## src/rtl/sel_skid_mux.sv

```systemverilog
// sel_skid_mux: N-input select stage with a registered two-entry skid buffer.
// The head (main) register drives out_data/out_sel. The skid register absorbs
// the one extra beat that can arrive while the consumer stalls. in_ready
// depends only on registered state, so it has no path from out_ready.
// Optional feature macro: SEL_SKID_MUX_RANGE_CHECK_EN. When defined, an
// out-of-range select stores 0 and raises a sticky err. When undefined, an
// out-of-range select picks input NUM_IN-1 and err is tied low.

`ifndef WORD_SIZE
`define WORD_SIZE 16
`endif

module sel_skid_mux #(
    parameter int WIDTH  = `WORD_SIZE,
    parameter int NUM_IN = 4,
    parameter int SEL_W  = 2
) (
    input  logic                    clk,
    input  logic                    reset,
    input  logic [NUM_IN*WIDTH-1:0] in_data,
    input  logic [SEL_W-1:0]        in_sel,
    input  logic                    in_valid,
    output logic                    in_ready,
    output logic [WIDTH-1:0]        out_data,
    output logic [SEL_W-1:0]        out_sel,
    output logic                    out_valid,
    input  logic                    out_ready,
    input  logic                    flush,
    output logic [1:0]              count,
    output logic                    err
);

    // Handshake: a beat moves on a cycle where valid && ready are both high at
    // the rising edge. The producer holds in_data/in_sel while in_valid=1 and
    // in_ready=0. out_* stay stable while out_valid=1 and out_ready=0.

    // The state encoding doubles as the occupancy seen on count.
    typedef enum logic [1:0] {
        EMPTY = 2'd0,
        ONE   = 2'd1,
        FULL  = 2'd2
    } state_t;

    state_t             state_q;
    state_t             state_d;
    logic [WIDTH-1:0]   main_data_q;
    logic [WIDTH-1:0]   skid_data_q;
    logic [SEL_W-1:0]   main_sel_q;
    logic [SEL_W-1:0]   skid_sel_q;
    logic [WIDTH-1:0]   pick_data;
    logic               push;
    logic               pop;
    logic               load_main_in;
    logic               load_main_skid;
    logic               load_skid;

    assign in_ready  = (state_q != FULL);
    assign out_valid = (state_q != EMPTY);
    assign out_data  = main_data_q;
    assign out_sel   = main_sel_q;
    assign count     = state_q;
    assign push      = in_valid && in_ready;
    assign pop       = out_valid && out_ready;

`ifdef SEL_SKID_MUX_RANGE_CHECK_EN
    // NUM_IN widened by one bit so that NUM_IN == 2**SEL_W is representable.
    localparam logic [SEL_W:0] NUM_IN_W = NUM_IN[SEL_W:0];
    logic in_range;
    assign in_range = ({1'b0, in_sel} < NUM_IN_W);
`endif

    // Select the operand named by in_sel; unmatched selects keep the default.
    always_comb begin
`ifdef SEL_SKID_MUX_RANGE_CHECK_EN
        pick_data = '0;
`else
        pick_data = in_data[(NUM_IN-1)*WIDTH +: WIDTH];
`endif
        for (int i = 0; i < NUM_IN; i++) begin
            if (in_sel == SEL_W'(i)) begin
                pick_data = in_data[i*WIDTH +: WIDTH];
            end
        end
    end

    // Next-state and register-load decode; flush discards everything in flight.
    always_comb begin
        state_d        = state_q;
        load_main_in   = 1'b0;
        load_main_skid = 1'b0;
        load_skid      = 1'b0;
        if (flush) begin
            state_d = EMPTY;
        end else begin
            case (state_q)
                EMPTY: begin
                    if (push) begin
                        state_d      = ONE;
                        load_main_in = 1'b1;
                    end
                end
                ONE: begin
                    if (push && pop) begin
                        load_main_in = 1'b1;
                    end else if (push) begin
                        state_d   = FULL;
                        load_skid = 1'b1;
                    end else if (pop) begin
                        state_d = EMPTY;
                    end
                end
                FULL: begin
                    if (pop) begin
                        state_d        = ONE;
                        load_main_skid = 1'b1;
                    end
                end
                default: state_d = EMPTY;
            endcase
        end
    end

    // State register.
    always_ff @(posedge clk) begin
        if (reset) begin
            state_q <= EMPTY;
        end else begin
            state_q <= state_d;
        end
    end

    // Head and skid storage; stale contents are left in place on flush.
    always_ff @(posedge clk) begin
        if (reset) begin
            main_data_q <= '0;
            main_sel_q  <= '0;
            skid_data_q <= '0;
            skid_sel_q  <= '0;
        end else begin
            if (load_main_in) begin
                main_data_q <= pick_data;
                main_sel_q  <= in_sel;
            end else if (load_main_skid) begin
                main_data_q <= skid_data_q;
                main_sel_q  <= skid_sel_q;
            end
            if (load_skid) begin
                skid_data_q <= pick_data;
                skid_sel_q  <= in_sel;
            end
        end
    end

`ifdef SEL_SKID_MUX_RANGE_CHECK_EN
    logic err_q;

    // Sticky error: set by any accepted out-of-range beat, cleared only by reset.
    always_ff @(posedge clk) begin
        if (reset) begin
            err_q <= 1'b0;
        end else if ((load_main_in || load_skid) && !in_range) begin
            err_q <= 1'b1;
        end
    end

    assign err = err_q;
`else
    assign err = 1'b0;
`endif

endmodule

```

## config.mk

```make
export PLATFORM = sky130hd
export DESIGN_NAME = sel_skid_mux
export DESIGN_NICKNAME = d
export VERILOG_FILES = /design/src/rtl/sel_skid_mux.sv
export SDC_FILE = /design/constraint.sdc
export NUM_CORES = 1
export LEC_CHECK = 0
export CORE_MARGIN = 10
export CORE_UTILIZATION = 35
export CTS_CLUSTER_SIZE = 25
export DETAILED_ROUTE_END_ITERATION = 7
export GPL_ROUTABILITY_DRIVEN = 0
export PLACE_DENSITY = 0.8
export SETUP_SLACK_MARGIN = 0.5
export SKIP_LAST_GASP = 1
export SYNTH_ARGS = -nofsm -noshare
export SYNTH_HDL_FRONTEND = slang
export SYNTH_SLANG_ARGS = --single-unit
```

## constraint.sdc

```tcl
create_clock -name clk -period 4 [get_ports clk]
set_clock_uncertainty 0.2 [all_clocks]
set_input_delay 0.6 -clock clk [delete_from_list [all_inputs] [get_ports clk]]
set_output_delay 0.6 -clock clk [all_outputs]
set_load 0.03 [all_outputs]
```

==> flow_summary.json, run 1 <==
{
  "via_per_inst": 5.529,
  "drt_pass1_iterations": 4,
  "synth_area_per_cell_um2": 12.27,
  "crit_type": "primary input to register",
  "finalCriticalPeriod_ps": 2494,
  "synthTopCellsByArea": "dfxtp_1 (37%), mux4_1 (10%), mux4_2 (8.8%)",
  "syn-instance-count": 166,
  "cpMaxStageDelayCell": "clkdlybuf4s50_1",
  "fin_nets": 321,
  "switchingPower_uw": 228.8,
  "yosysTopAreaCell": "dfxtp_1",
  "max_stage_delay_ps": 810,
  "hp-class": "register to register",
  "port_buffers": 92,
  "cp_data_arrival_time_ps": 2480,
  "maxCapViolations": 0,
  "tritoncts": "built",
  "post_cts_buffers": 0,
  "internal_power_uw": 776.6,
  "end_kind": "register",
  "synth.net_count": 237,
  "grt_pass1_vias": 1888,
  "die_h_um": 96.29,
  "finalCritPeriodShare_pct": 62.35,
  "ys_async_sr_fraction_pct": 0,
  "drt_iter0_drc": 58,
  "rr_worst_depth": 3,
  "core_mm2": 0.005574,
  "yosysMostFrequentCell": "dfxtp_1",
  "ys_ff_latch": 38,
  "fin_setup_tns_ps": 0,
  "cts_root_buf": "clkbuf_8",
  "num_vias": 1786,
  "syn_area_mm2": 0.002037,
  "clock_power_share_pct": 40.2,
  "max_freq_ghz": 0.4009,
  "power_frac_comb_pct": 20.1,
  "htreeDepth": 2,
  "r2r-end": "out_data[15]$_SDFFE_PP0P_",
  "r2r_slack_ps": 2110,
  "relSlewSlack_pct": 44.39,
  "hold_viol": 0,
  "irDropWorstVdd_uv": 177.7,
  "report.final.slew_viol_count": 0,
  "clkSlewWorstSetupHoldPaths_ps": 80,
  "switching_share_pct": 22.76,
  "clock_path_buffers": 2,
  "chipWidth_um": 96.29,
  "multi_input_area_mm2": 0.001131,
  "drive_gt1_share_pct": 9.960,
  "status": "finished clean",
  "synth.top_cell.area_share_pct": 37.35,
  "tightest_slew_ps": 831.6,
  "pwr-share-seq_pct": 39.6,
  "wl_per_cell_um": 18.61,
  "core.rowCount": 27,
  "min_path_cells": 2,
  "regArea_um2": 760.7,
  "grt_max_degree": 19,
  "cp-start-kind": "primary input",
  "ant_nets": 0,
  "ys_types": 37,
  "synth_common_cells": "dfxtp_1 (38), a22o_1 (14), mux2i_1 (14), o2bb2ai_1 (14)",
  "dieArea_mm2": 0.009272,
  "cts_sinks": 38,
  "cp_num_buf_inv": 2,
  "totalWireLength_um": 6011,
  "track_usage_pct": 12.99,
  "cts_made_buffers": 5,
  "p_total_mw": 1.005,
  "final_core_util_pct": 55.04,
  "cts_resized": 0,
  "critPathTopFamily": "buffers and inverters",
  "antenna_cells": 0,
  "rsz0062_at_grt": "no",
  "synth-main-ff-cell": "dfxtp_1",
  "cts_hold_buf": 0,
  "crit_chain": "clkdlybuf4s50_1 > buf_4 > mux4_2 > a22o_1",
  "yosys_warnings": 0,
  "grt_pass1_wl_um": 9439,
  "ios": 94,
  "synth_edf_count": 0,
  "leakage_nw": 1.183,
  "setup_violations": 0,
  "area_growth_pct": 50.61,
  "ys_seq_area_share_pct": 37.35,
  "start_util_pct": 36.54,
  "hold_start": "skid_sel_q[1]$_SDFFE_PP0P_",
  "fillers": 507,
  "worstPathMaxFanout": 10,
  "detailed_place_hpwl_um": 4561,
  "whs_endpoint": "skid_sel_q[1]$_SDFFE_PP0P_",
  "post-route-drc-count": 0,
  "rr_startpoint": "count[1]$_SDFFE_PP0P_",
  "clk_latency_ps": 290,
  "cp_data_required_time_ps": 3990,
  "p_per_area_mw_per_mm2": 327.7,
  "antenna_found_initial": 0,
  "globalRoute.totalOverflow": 0
}
flip-flops by register name, indices dropped and copies added (netlist names):
name	cells
out_data	16
skid_data_q	16
count	2
out_sel	2
skid_sel_q	2
power by group through the flow:
stage          Combinational [mW]  Sequential [mW]  Clock (mW)
2_1_floorplan              0.0805            0.428           0
3_3_place_gp                0.202            0.407           0
3_5_place_dp                0.204            0.407           0
4_1_cts                     0.205            0.399       0.410
5_1_grt                     0.217            0.400       0.428
6_report                    0.202            0.398       0.404
worst reg2reg max path, cell delays in order (launching register included):
cell	delay, ps
dfxtp_1	400
nand2b_1	370
o31ai_4	640
o2bb2ai_1	150
cell type report:
type | instances | area share (%)
Sequential cell | 38 | 24.80
Multi-Input combinational cell | 109 | 36.87
Clock buffer | 6 | 2.692
Tap cell | 72 | 2.936
Timing Repair Buffer | 94 | 30.51
Inverter | 2 | 0.2447
Clock inverter | 2 | 1.958
kinds of logic after synthesis:
family,share of synthesized area (%)
AO/OA/AOI/OAI,20.58
flip-flops,37.35
multiplexers,26.04
AND/OR/NAND/NOR,8.723
buffers and inverters,7.125
other,0.1841
worst max-delay path by stage:
stage / slack (ps) / to / cells after the start / startpoint
floorplan: 2100 / skid_data_q[11]$_SDFFE_PP0P_ / 4 / in_sel[0]
global placement: 1190 / skid_data_q[11]$_SDFFE_PP0P_ / 4 / in_sel[0]
detailed placement: 1160 / skid_data_q[13]$_SDFFE_PP0P_ / 4 / in_sel[0]
CTS: 1480 / skid_data_q[13]$_SDFFE_PP0P_ / 4 / in_sel[0]
global route: 1330 / skid_data_q[5]$_SDFFE_PP0P_ / 4 / flush
finish: 1510 / skid_data_q[13]$_SDFFE_PP0P_ / 4 / in_sel[0]
cell usage in the layout (no fill, tap or decap), drive strengths merged:
| master | instances |
|---|---|
| mux2i | 14 |
| nand4 | 2 |
| a2111oi | 1 |
| nor2b | 3 |
| dfxtp | 38 |
| nand4bb | 1 |
| clkbuf | 6 |
| and2b | 1 |
| conb | 1 |
| o31ai | 3 |
| a21oi | 7 |
| a31oi | 2 |
| o311ai | 6 |
| a32oi | 2 |
| inv | 2 |
| nand2b | 3 |
| and2 | 1 |
| o21a | 1 |
| bufinv | 2 |
| nand3 | 4 |
| nand2 | 7 |
| clkdlybuf4s50 | 92 |
| nor2 | 1 |
| a22o | 14 |
| and4bb | 2 |
| buf | 2 |
| mux4 | 16 |
| or2 | 1 |
| or3b | 1 |
| and3 | 1 |
| o2bb2ai | 14 |
metal layers:
metal | vias to the layer above | global-route usage [%] | part of all wire (%) | routed length [um]
met4 | 0 | 1.816 | 0.75 | 45
met3 | 8 | 5.759 | 10 | 627
li1 | 842 | - | - | -
met5 | - | 0 | 0 | 0
met2 | 86 | 20.85 | 44 | 2672
met1 | 850 | 16.15 | 44 | 2666
per-stage QoR:
| step | instances | area [um2] | hold WS (ps) | setup slack [ps] |
|---|---|---|---|---|
| final | 323 | 3068 | 280.6 | 1506 |
| after global routing | 323 | 3068 | 299.0 | 1335 |
| after CTS | 323 | 3068 | 282.0 | 1476 |
| after detailed placement | 315 | 2925 | 262.8 | 1165 |
| after global placement | 315 | 2925 | 261.2 | 1194 |
| after floorplan | 166 | 2037 | 247.9 | 2098 |
No activity file was read; power rests on OpenSTA's default activity.
==> run 2, diff against run 1 <==
clock period = 2.37 ns   (was 4 ns; I/O delays follow)
==> run 2 against run 1 <==
Hold slack worse by 8.5 ps. Combinational power increased by 79%. Count of clock-buffer cells in the layout is the same. Sequential power rose by 69%. Via count up 1.8%. Clock power is 14% higher. Highest routed layer unchanged.
==> flow_summary.json, run 2 (same netlist as run 1, synthesis figures left out) <==
{
  "drive_gt1_share_pct": 16.03,
  "num_vias": 1818,
  "critPathTopFamily": "flip-flops",
  "irDropWorstVdd_uv": 224.3,
  "cp_num_buf_inv": 1,
  "crit_chain": "or2_2 > clkdlybuf4s15_2",
  "totalWireLength_um": 6377,
  "clock_path_buffers": 2,
  "port_buffers": 92,
  "worstPathMaxFanout": 10,
  "wl_per_cell_um": 19.09,
  "hold_viol": 0,
  "detailed_place_hpwl_um": 4790,
  "grt_pass1_vias": 2003,
  "fin_nets": 332,
  "fillers": 512,
  "end_kind": "output pin",
  "r2r-end": "out_data[10]$_SDFFE_PP0P_",
  "grtUsageMet1_pct": 16.38,
  "status": "finished clean",
  "fin_cells": 334,
  "tritoncts": "built",
  "max_stage_delay_ps": 370,
  "dieArea_mm2": 0.009272,
  "cp_data_required_time_ps": 1810,
  "crit_type": "register to output pin",
  "grt_max_degree": 19,
  "hp-class": "register to register",
  "drt_iter0_drc": 42,
  "busiest_layer": "met2",
  "fin_setup_tns_ps": 0,
  "holdWs_ps": 272.1,
  "rr_startpoint": "count[0]$_SDFFE_PP0P_",
  "layout_common_cells": "clkdlybuf4s50_1 (69), dfxtp_1 (36), dlygate4sd2_1 (15)",
  "globalRoute.totalOverflow": 0,
  "met2_usage_pct": 22.98,
  "antenna_cells": 0,
  "clkSlewWorstSetupHoldPaths_ps": 70,
  "die_h_um": 96.29,
  "setup_violations": 0,
  "grt_pass1_wl_um": 10120,
  "finalCriticalPeriod_ps": 1799,
  "core.rowCount": 27,
  "max_freq_ghz": 0.5557,
  "rsz0062_at_grt": "no",
  "track_usage_pct": 14.02,
  "min_path_cells": 2,
  "dp_cells": 325,
  "grt.met3_usage_pct": 5.525,
  "cts_sinks": 38,
  "area_growth_pct": 55.16,
  "maxCapViolations": 0,
  "htreeDepth": 2,
  "post-route-drc-count": 0,
  "design_area_mm2": 0.003161,
  "cts_made_buffers": 5,
  "post_cts_buffers": 0,
  "core_mm2": 0.005574,
  "p_per_area_mw_per_mm2": 473.2,
  "dpl_cell_area_mm2": 0.003013,
  "via_per_inst": 5.443,
  "leakage_nw": 1.399,
  "hold_start": "skid_sel_q[0]$_SDFFE_PP0P_",
  "cp-start-kind": "register",
  "cts_root_buf": "clkbuf_8",
  "drt_pass1_iterations": 4,
  "ant_nets": 0,
  "cp_data_arrival_time_ps": 1240,
  "final_common_cell": "clkdlybuf4s50_1",
  "antenna_found_initial": 0,
  "p_total_mw": 1.495,
  "rr_worst_depth": 4,
  "start_util_pct": 36.54,
  "ios": 94,
  "r2r_slack_ps": 820,
  "whs_endpoint": "skid_sel_q[0]$_SDFFE_PP0P_",
  "clk_latency_ps": 290,
  "chipWidth_um": 96.29,
  "report.final.slew_viol_count": 0,
  "finalCritPeriodShare_pct": 75.92,
  "cpMaxStageDelayCell": "dfxtp_2"
}
-- run 2: cell types whose count changed in the layout (fill, tap and decap cells not counted), sizes merged, moves of 2 or more --
cell and change:
dlymetal6s2s +6, bufinv -2, clkdlybuf4s50 -23, buf +10, dlygate4sd2 +15, clkdlybuf4s15 +2
-- run 2: routing by layer --
layer	vias up	routed length, um
li1	862	-
met1	859	2746
met2	88	2943
met3	9	593
met4	0	93
met5	-	0
-- run 2: what timing repair did --
item	CTS	global route
cloned	1	0
hold buffers	0	0
gates resized for setup	20	14
setup endpoints to repair	33	26
-- run 2: worst max path at each step --
stage	startpoint	to	slack (ps)	cells past startpoint
2_1_floorplan	count[1]$_SDFFE_PP0P_	skid_data_q[4]$_SDFFE_PP0P_	640	5
3_3_place_gp	out_ready	skid_data_q[11]$_SDFFE_PP0P_	170	4
3_5_place_dp	out_ready	skid_data_q[1]$_SDFFE_PP0P_	120	4
4_1_cts	count[0]$_SDFFE_PP0P_	in_ready	440	2
5_1_grt	count[0]$_SDFFE_PP0P_	in_ready	500	2
6_report	count[1]$_SDFFE_PP0P_	out_valid	570	2
-- run 2: layout make-up --
type / instances / area [um2] / share of cell area [%]
clock buffer: 6 / 82.58 / 2.613
clock inverter: 2 / 12.51 / 0.3959
multi-input combinational: 109 / 1151 / 36.42
sequential: 38 / 763.2 / 24.15
inverter: 2 / 7.507 / 0.2375
timing repair buffer: 105 / 1054 / 33.33
tap: 72 / 90.09 / 2.850
-- run 2: worst reg2reg max path, cell delays in order (launching register included) --
cell and delay, ps:
dfxtp_2 420, nand4bb_1 140, buf_4 310, o311ai_0 190
a31oi_1 210
-- run 2: stage by stage --
stage / worst slack (ps) / util, %
floorplan: 639.1 / -
global placement: 167.0 / 54.05
detailed placement: 121.3 / 54.05
CTS: 445.0 / 56.14
global route: 504.2 / 56.70
finish: 570.6 / 56.70
-- run 2: where the power goes --
part	total, mW	switching, mW	leakage [nW]	internal [mW]
clock network	0.461	0.227	0.0472	0.234
registers	0.673	0.0124	0.309	0.660
logic	0.362	0.150	1.04	0.212
total	1.50	0.390	1.40	1.11
